<file path="src/rtl/class_score_acc_if.sv">
// Handshake bundle between the XNOR beat source, the score accumulator and the argmax consumer.
interface class_score_acc_if #(
    parameter int unsigned N = 8,
    parameter int unsigned K = 4,
    parameter int unsigned W = 8
);
    logic           in_valid;
    logic           in_ready;
    logic [N*W-1:0] in_bits;
    logic           out_valid;
    logic           out_ready;
    logic [N*K-1:0] out_scores;
    logic [N-1:0]   out_overflow;

    modport master (
        output in_valid, in_bits, out_ready,
        input  in_ready, out_valid, out_scores, out_overflow
    );

    modport slave (
        input  in_valid, in_bits, out_ready,
        output in_ready, out_valid, out_scores, out_overflow
    );
endinterface

</file>
<file path="src/rtl/class_score_acc.sv">
// Per-class popcount accumulator over BEATS beats; presents saturated K-bit scores
// plus overflow flags to the argmax stage under a valid/ready handshake.
module class_score_acc #(
    parameter int unsigned N     = 8,
    parameter int unsigned K     = 4,
    parameter int unsigned W     = 8,
    parameter int unsigned BEATS = 4
) (
    input  logic            clk,
    input  logic            rst_n,
    class_score_acc_if.slave bus
);
    localparam int unsigned A    = $clog2(W * BEATS + 1);
    localparam int unsigned PW   = $clog2(W + 1);
    localparam int unsigned CW   = (BEATS > 1) ? $clog2(BEATS) : 1;
    localparam int unsigned SMAX = (2 ** K) - 1;

    typedef enum logic {ACC = 1'b0, HOLD = 1'b1} state_e;

    state_e               state_q, state_d;
    logic [CW-1:0]        cnt_q, cnt_d;
    logic [N-1:0][A-1:0]  acc_q, acc_d;
    logic                 in_ready_q, in_ready_d;
    logic                 out_valid_q, out_valid_d;
    logic [N*K-1:0]       scores_q, scores_d;
    logic [N-1:0]         ovf_q, ovf_d;

    function automatic logic [PW-1:0] popcnt(input logic [W-1:0] v);
        logic [PW-1:0] c;
        c = '0;
        for (int unsigned b = 0; b < W; b++) begin
            c = c + PW'(v[b]);
        end
        return c;
    endfunction

    always_ff @(posedge clk or negedge rst_n) begin
        if (!rst_n) begin
            state_q     <= ACC;
            cnt_q       <= '0;
            acc_q       <= '0;
            in_ready_q  <= 1'b0;
            out_valid_q <= 1'b0;
            scores_q    <= '0;
            ovf_q       <= '0;
        end else begin
            state_q     <= state_d;
            cnt_q       <= cnt_d;
            acc_q       <= acc_d;
            in_ready_q  <= in_ready_d;
            out_valid_q <= out_valid_d;
            scores_q    <= scores_d;
            ovf_q       <= ovf_d;
        end
    end

    // Next state; score outputs are registered copies of the saturated next accumulators.
    always_comb begin
        state_d     = state_q;
        cnt_d       = cnt_q;
        acc_d       = acc_q;
        in_ready_d  = 1'b0;
        out_valid_d = 1'b0;
        scores_d    = '0;
        ovf_d       = '0;

        unique case (state_q)
            ACC: begin
                if (bus.in_valid && in_ready_q) begin
                    for (int unsigned i = 0; i < N; i++) begin
                        acc_d[i] = acc_q[i] + A'(popcnt(bus.in_bits[i*W +: W]));
                    end
                    if (cnt_q == CW'(BEATS - 1)) begin
                        cnt_d   = '0;
                        state_d = HOLD;
                    end else begin
                        cnt_d = cnt_q + CW'(1);
                    end
                end
            end
            HOLD: begin
                if (bus.out_ready) begin
                    acc_d   = '0;
                    state_d = ACC;
                end
            end
            default: state_d = ACC;
        endcase

        in_ready_d  = (state_d == ACC);
        out_valid_d = (state_d == HOLD);
        for (int unsigned i = 0; i < N; i++) begin
            ovf_d[i]            = (32'(acc_d[i]) > SMAX);
            scores_d[i*K +: K]  = ovf_d[i] ? K'(SMAX) : K'(acc_d[i]);
        end
    end

    assign bus.in_ready     = in_ready_q;
    assign bus.out_valid    = out_valid_q;
    assign bus.out_scores   = scores_q;
    assign bus.out_overflow = ovf_q;
endmodule

</file>
<file path="src/flat_wrapper.sv">
// flat-port wrapper written by rule: the top's interface ports become plain ports
module class_score_acc_flat 
#(
    parameter int unsigned N     = 8,
    parameter int unsigned K     = 4,
    parameter int unsigned W     = 8,
    parameter int unsigned BEATS = 4
)
  (clk, rst_n, bus_in_valid, bus_in_bits, bus_out_ready, bus_in_ready, bus_out_valid, bus_out_scores, bus_out_overflow);
  class_score_acc_if #(.N(N), .K(K), .W(W)) bus_i ();
  input  logic clk;
  input  logic rst_n;
  input wire logic [$bits(bus_i.in_valid)-1:0] bus_in_valid;
  input wire logic [$bits(bus_i.in_bits)-1:0] bus_in_bits;
  input wire logic [$bits(bus_i.out_ready)-1:0] bus_out_ready;
  output wire logic [$bits(bus_i.in_ready)-1:0] bus_in_ready;
  output wire logic [$bits(bus_i.out_valid)-1:0] bus_out_valid;
  output wire logic [$bits(bus_i.out_scores)-1:0] bus_out_scores;
  output wire logic [$bits(bus_i.out_overflow)-1:0] bus_out_overflow;
  assign bus_i.in_valid = bus_in_valid;
  assign bus_i.in_bits = bus_in_bits;
  assign bus_i.out_ready = bus_out_ready;
  assign bus_in_ready = bus_i.in_ready;
  assign bus_out_valid = bus_i.out_valid;
  assign bus_out_scores = bus_i.out_scores;
  assign bus_out_overflow = bus_i.out_overflow;
  class_score_acc #(.N(N), .K(K), .W(W), .BEATS(BEATS)) u_core (.clk(clk), .rst_n(rst_n), .bus(bus_i));
endmodule
</file>
<file path="config.mk">
export PLATFORM = sky130hd
export DESIGN_NAME = class_score_acc_flat
export DESIGN_NICKNAME = d
export VERILOG_FILES = /design/src/rtl/class_score_acc_if.sv /design/src/rtl/class_score_acc.sv /design/src/flat_wrapper.sv
export SDC_FILE = /design/constraint.sdc
export NUM_CORES = 1
export LEC_CHECK = 0
export ABC_AREA = 1
export CORE_MARGIN = 8
export CORE_UTILIZATION = 50
export CTS_BUF_LIST = sky130_fd_sc_hd__clkbuf_2
export DETAILED_ROUTE_END_ITERATION = 6
export PLACE_DENSITY = 0.82
export SLEW_MARGIN = 20
export SYNTH_ARGS = -nofsm -noshare
export SYNTH_HDL_FRONTEND = slang
export SYNTH_SLANG_ARGS = --single-unit
</file>
<file path="constraint.sdc">
create_clock -name clk -period 1.5 [get_ports clk]
set_clock_uncertainty 0.05 [all_clocks]
set_input_delay 0.3 -clock clk [delete_from_list [all_inputs] [get_ports clk]]
set_output_delay 0.3 -clock clk [all_outputs]
set_load 0.05 [all_outputs]
</file>
* After elaboration in Yosys (flattened, before gate mapping) *
Index checks and enable logic that the tools add are counted.

storage, ports and cells
  memory bits (writable) = 0
  latch bits = 0
  memories = 0
  word-level logic and storage cells = 107
  input port bits = 68
  memory bits (read-only) = 0
  output and inout bits = 42
  register bits = 92

cells by class
  muxes and demuxes = 16
  eq/ne operators = 1
  divide/modulo/power cells = 0
  add/sub/neg operators = 65
  shifts and indexed selects = 0
  reduce and logical (&&, ||, !) cells = 2
  $mul = 0
  bitwise operators = 2
  order comparisons = 8

operators by type and width
  kind                   number
  $add A4 B1 Y4          48
  $mux W48               2
  $pmux W48 S2           1
  $add A6 B4 Y6          8
  $gt A6 B4 Y1 const B   8
  $mux W4                8
  $add A1 B1 Y2          8
  $mux W1                3
  $add A2 B1 Y2 const B  1
  $eq A2 B2 Y1 const B   1
  $mux W2                1
  $not A1 Y1             2
  $pmux W1 S2            1
  $reduce_and A2 Y1      1
  $logic_and A1 B1 Y1    1

* Depth between registers and ports, before layout *
  depth in word-level cells = 12
  depth in mapped cells = 17
  depth with buffers taken out = 17

* Worst setup path before layout *
OpenSTA, ideal clock, no wires.

  kind = input-to-reg
  start = in bus_in_bits[16]
  end = reg u_core.scores_q[10], in the netlist u_core.bus.out_scores[10]
  setup slack = -2.102 ns
  required time = 1.315 ns
  cell stages on the path = 13
  data arrival time = 3.417 ns
  setup time = 0.135 ns
  path buffers = 0
  cells stage by stage = ha_1 -> inv_1 -> fa_1 -> fa_1 -> fa_1 -> fa_1 -> xnor2_1 -> ha_1 -> or2_2 -> nand3_1 -> nand2_1 -> nand3_1 -> nand4_1

on the way
  word-level cells in the longest chain between the ends = 12

ends and longest elaborated chain
  element                        RTL line               source
  from (decl)                    flat_wrapper.sv:14     input wire logic [$bits(bus_i.in_bits)-1:0] bus_in_bits;
  $add A1 B1 Y2 *                class_score_acc.sv:32  c = c + PW'(v[b]);
  $add A4 B1 Y4 * (6 in series)  class_score_acc.sv:32
  $add A6 B4 Y6 *                class_score_acc.sv:71  acc_d[i] = acc_q[i] + A'(popcnt(bus.in_bits[i*W +: W]));
  $mux W48 *                     class_score_acc.sv:69  if (bus.in_valid && in_ready_q) begin
  $pmux W48 S2 *                 class_score_acc.sv:67  unique case (state_q)
  $gt A6 B4 Y1                   class_score_acc.sv:93  ovf_d[i] = (32'(acc_d[i]) > SMAX);
  $mux W4 *                      class_score_acc.sv:94  scores_d[i*K +: K] = ovf_d[i] ? K'(SMAX) : K'(acc_d[i]);
  net u_core.scores_d[10]        class_score_acc.sv:25  logic [N*K-1:0] scores_q, scores_d;
  to (signal assigned)           class_score_acc.sv:52  scores_q <= scores_d;
  to (decl)                      class_score_acc.sv:25

The timed path passes the listed nets; every way through them passes the cells marked *.
A chain may end at the register's enable or synchronous reset.

* Final worst setup path *
  start = in bus_in_bits[8]
  end = reg u_core.scores_q[6], in the netlist u_core.bus.out_scores[6]

Same word-level chain as after synthesis.

==> results by stage <==
Synth:
- Counting instances in the post-synthesis netlist gives the leading cell types as inv_1, nand2_1, dfrtp_1.
- The post-synthesis cell count is 705.
- The count of yosys warnings during synthesis is 0.
- Among all flip-flop cells after synthesis, the most frequent one is dfrtp_1.
- After synthesis the netlist holds a flip-flop and latch count of roughly 90.
- The fraction of the yosys area taken by sequential cells is between 30% and 40%.
- The number of nets handed over by synthesis was around 870.
- After synthesis the cells add up to 6220 um^2.
- A synthesized cell averages just under 9 um^2.
- Yosys mapped the design onto 25 distinct sky130hd cell types.
- The library cell with the largest summed area after synthesis is dfrtp_1.
- Counting flops with an async set or reset pin after synthesis yields a share of 100%.
- In the post-synthesis netlist, the biggest area contributors are dfrtp_1, fa_1, ha_1, inv_1, nand2_1.
- The most common cell in the synthesized netlist is inv_1.
- In this run the biggest area consumer among cell types represents between 30% and 40% of the synthesized area.
- Yosys mapped a number of flops with a built-in enable equal to 0.

Min path:
- The worst hold path class is primary input to async pin.

Cells and area:
- In the final layout, the share of cells above drive strength 1 is 48.3%.
- After routing the design area is slightly above 10000 um^2.
- The post-layout net count is roughly 1100.
- The count of cells in the finished layout, fillers not included, comes to ~1100.
- The area added between synthesis and finish is 66.3%.
- The utilization after layout is 85.7%.
- After filler insertion, the fill cell instance count of the layout stands at 569.
- 0 antenna diodes ended up in the layout.

Power and ir drop:
- The reported leakage power is around 5.2 nW.
- The worst ir drop on vdd is between 0.001 and 0.0015 V.
- In this run the power density over the cells is 2330 nW/um^2.

Worst setup path:
- The type of the worst setup path is primary input to flip-flop.
- The required time at the endpoint of the critical path is around 1.9 ns.
- The worst reg-to-reg path cell count is 8.
- In this run the number of cells on the critical path is 13.
- For the worst setup path, the data arrival time is ~3.6 ns.
- The critical register-to-register path startpoint is u_core.acc_q[18].
- By instance count, the cell type seen most on the critical path is fa_2.
- The reg-to-reg setup timing slack is -0.42 ns.
- The endpoint of the worst-slack reg-to-reg timing path is u_core.bus.out_scores[12].
- The worst-path cell with the longest stage delay is fa_2.
- Traced cell by cell, the critical path runs through buf_6 > ha_4 > inv_2 > fa_1 > fa_1 > fa_2 > fa_2 > inv_2 > fa_2 > buf_6 > xor2_2 > a21oi_2 > nand4_1.
- The maximum net fanout on the critical path is 2.
- The largest stage delay on the critical path is 0.55 ns.
- The worst setup path is captured at a flip-flop.
- The cell type group with the largest total delay on the critical path is adder cells.
- The buffers plus inverters on the worst setup path is 4.
- STA classifies the critical path startpoint as a primary input.

STA:
- The number of endpoints with negative hold slack in the final report came to 0.
- In the finished design, the share of the clock period the worst path needs comes to 210%.
- In the post-route analysis, the smallest setup slack over all paths is -1.65 ns.
- Setup repair after global routing could not meet its margin everywhere.
- Derived from the worst setup path, the maximum achievable clock frequency is 0.317 GHz.
- Setup violations remaining at the end of the flow were counted as 130.
- At the pin with the least slew margin, the transition time is between 0.5 and 0.6 ns.
- The worst-case headroom to the max-slew limit is about three fifths.
- Adding up every negative setup slack in the final design gives -128.45 ns.
- The number of pins with negative max-slew slack in the final report was 0.
- The post-route minimum period is roughly 3.2 ns.

GRT:
- The total congestion overflow is 0.
- The all-layer global routing usage is between 20% and 30%.
- The number of global-route vias before repair was 6471.
- Entering global routing, the biggest net connects 36 pins.
- The wire length of the first global-routing pass is slightly above 30000 um.
- The number of antenna violations at the first check in global routing came to 0.

Floorplanning:
- The area of the core is about 12000 um^2.
- The I/O pin count is between 100 and 150.
- From left edge to right edge, the die measures 128 um.
- The vertical die dimension is roughly 130 um.
- The die covers around 16000 um^2.
- The total number of placement rows is 40.
- The initial core utilization is between 50% and 60%.

Clocking:
- The root buffer cell is clkbuf_2.
- The total CTS buffers is 9.
- After clock tree synthesis, the clock-pin slew on the worst setup and hold paths is 0.24 ns.
- The total number of H-tree levels is 3.
- The CTS tree is yes.
- The maximum clock insertion buffer count is 2.
- The number of sinks driven by the clock tree is slightly above 90.
- The clock latency on the worst-skew pair is ~0.60 ns.

Drt:
- The first-pass iteration count of the detailed router is 5.
- After detailed routing, the number of remaining DRC violations is 0.
- Dividing the detail-routed via count by the number of cells gives between 5 and 6.
- The initial DRC count is 487.
- The detailed-route wire length per cell is a little under 20 um.
- The aggregate routed wire length is between 20000 and 25000 um.
- The detail route stage leaves a number of antenna-violating nets equal to 0.
- The via count is 6014.

Run:
- The tool flagged a number of max-cap violations equal to 0.

Outcome:
- The flow ran to the end, but the final reports show violations.
- The final reports fail on negative setup slack.

Placement:
- The number of buffers added on ports is around 110.
- The placed wire-length estimate after detailed placement is roughly 13000 um.
- The cell count after placement is about 1100.
- The cell area after placement is 8900 um^2.
- At the end of routability-driven placement, the weighted congestion stood at 0.871.
==> cell usage in the layout (no fill, tap or decap), drive strengths merged <==
cell / instances
nand3: 49
clkinv: 2
nand4: 35
xor2: 7
ha: 59
or2: 5
clkdlybuf4s50: 34
clkinvlp: 1
o21a: 1
xnor2: 9
nand2: 126
nand3b: 3
dfrtp: 92
dlygate4sd3: 1
buf: 162
clkbuf: 11
o21ai: 18
a21oi: 11
a21boi: 13
fa: 40
inv: 191
nor2: 21
o22ai: 3
a22oi: 11
o21bai: 2
bufinv: 2
dlygate4sd2: 16
==> layer usage <==
| metal | global-route usage [%] | vias to the layer above | part of all wire (%) |
|---|---|---|---|
| met5 | 0 | - | 0 |
| met4 | 9.03 | 0 | 4.3 |
| met3 | 6.28 | 93 | 6.9 |
| met2 | 43.0 | 307 | 53 |
| met1 | 25.7 | 2985 | 35 |
| li1 | - | 2629 | - |
==> per-stage QoR <==
step | power [mW] | worst slack [ns] | hold WS (ns)
2_1_floorplan | 12.3 | -1.95 | -0.0456
3_3_place_gp | 17.4 | -2.56 | 0.166
3_5_place_dp | 18.2 | -2.65 | 0.169
4_1_cts | 21.7 | -1.71 | 0.0542
5_1_grt | 25.3 | -1.71 | 0.0325
6_report | 24.1 | -1.65 | 0.0522
==> power breakdown <==
part | switching [mW] | leakage, nW | internal [mW] | total [mW]
combinational | 9.55 | 4.02 | 8.36 | 17.9
sequential | 1.08 | 1.11 | 3.74 | 4.82
clock | 0.830 | 0.0778 | 0.542 | 1.37
==> logic make-up (layout without fill, tap and decap cells) <==
family                     count (synthesis)  in the layout  share of synthesized area, %
and+or+nand+nor                          239            239                          17.5
buffers and inverters                    200            420                          12.5
adders and majority gates                 99             99                          24.8
DFF                                       92             92                          37.0
AOI/OAI and AO/OA                         59             59                          6.02
xor gates and xnor gates                  16             16                          2.25
==> how the worst max path moves through the flow <==
stage | from | end | slack (ns)
5_1_grt | bus_in_bits[0] | u_core.bus.out_scores[3] | -1.71
3_5_place_dp | bus_in_bits[56] | u_core.bus.out_scores[30] | -2.65
3_3_place_gp | bus_in_bits[40] | u_core.bus.out_scores[23] | -2.56
2_1_floorplan | bus_in_bits[41] | u_core.bus.out_scores[20] | -1.95
4_1_cts | bus_in_bits[40] | u_core.bus.out_scores[23] | -1.71
6_report | bus_in_bits[8] | u_core.bus.out_scores[6] | -1.65
==> registers in the layout, indices dropped and copies added (netlist names) <==
name,flops
u_core.bus.out_valid,1
u_core.cnt_q,2
u_core.bus.out_overflow,8
u_core.acc_q,48
u_core.bus.in_ready,1
u_core.bus.out_scores,32
==> final cells by class <==
class	count	area [um^2]	area share (%)
multi-input combinational	413	4500	43.6
timing repair buffer	214	2470	23.9
sequential	92	2300	22.3
inverter	191	719	6.96
tap	168	210	2.03
clock inverter	5	77.6	0.750
clock buffer	10	50.0	0.484
==> what timing repair did <==
item                       CTS  global route
pin swaps                  162           148
cloned                       0             1
buffers inserted            14             9
hold endpoints to repair    92             0
setup endpoints to repair  130           131
resized for setup          244            94
hold buffers                 1             0
Power figures use the tool's default switching activity.
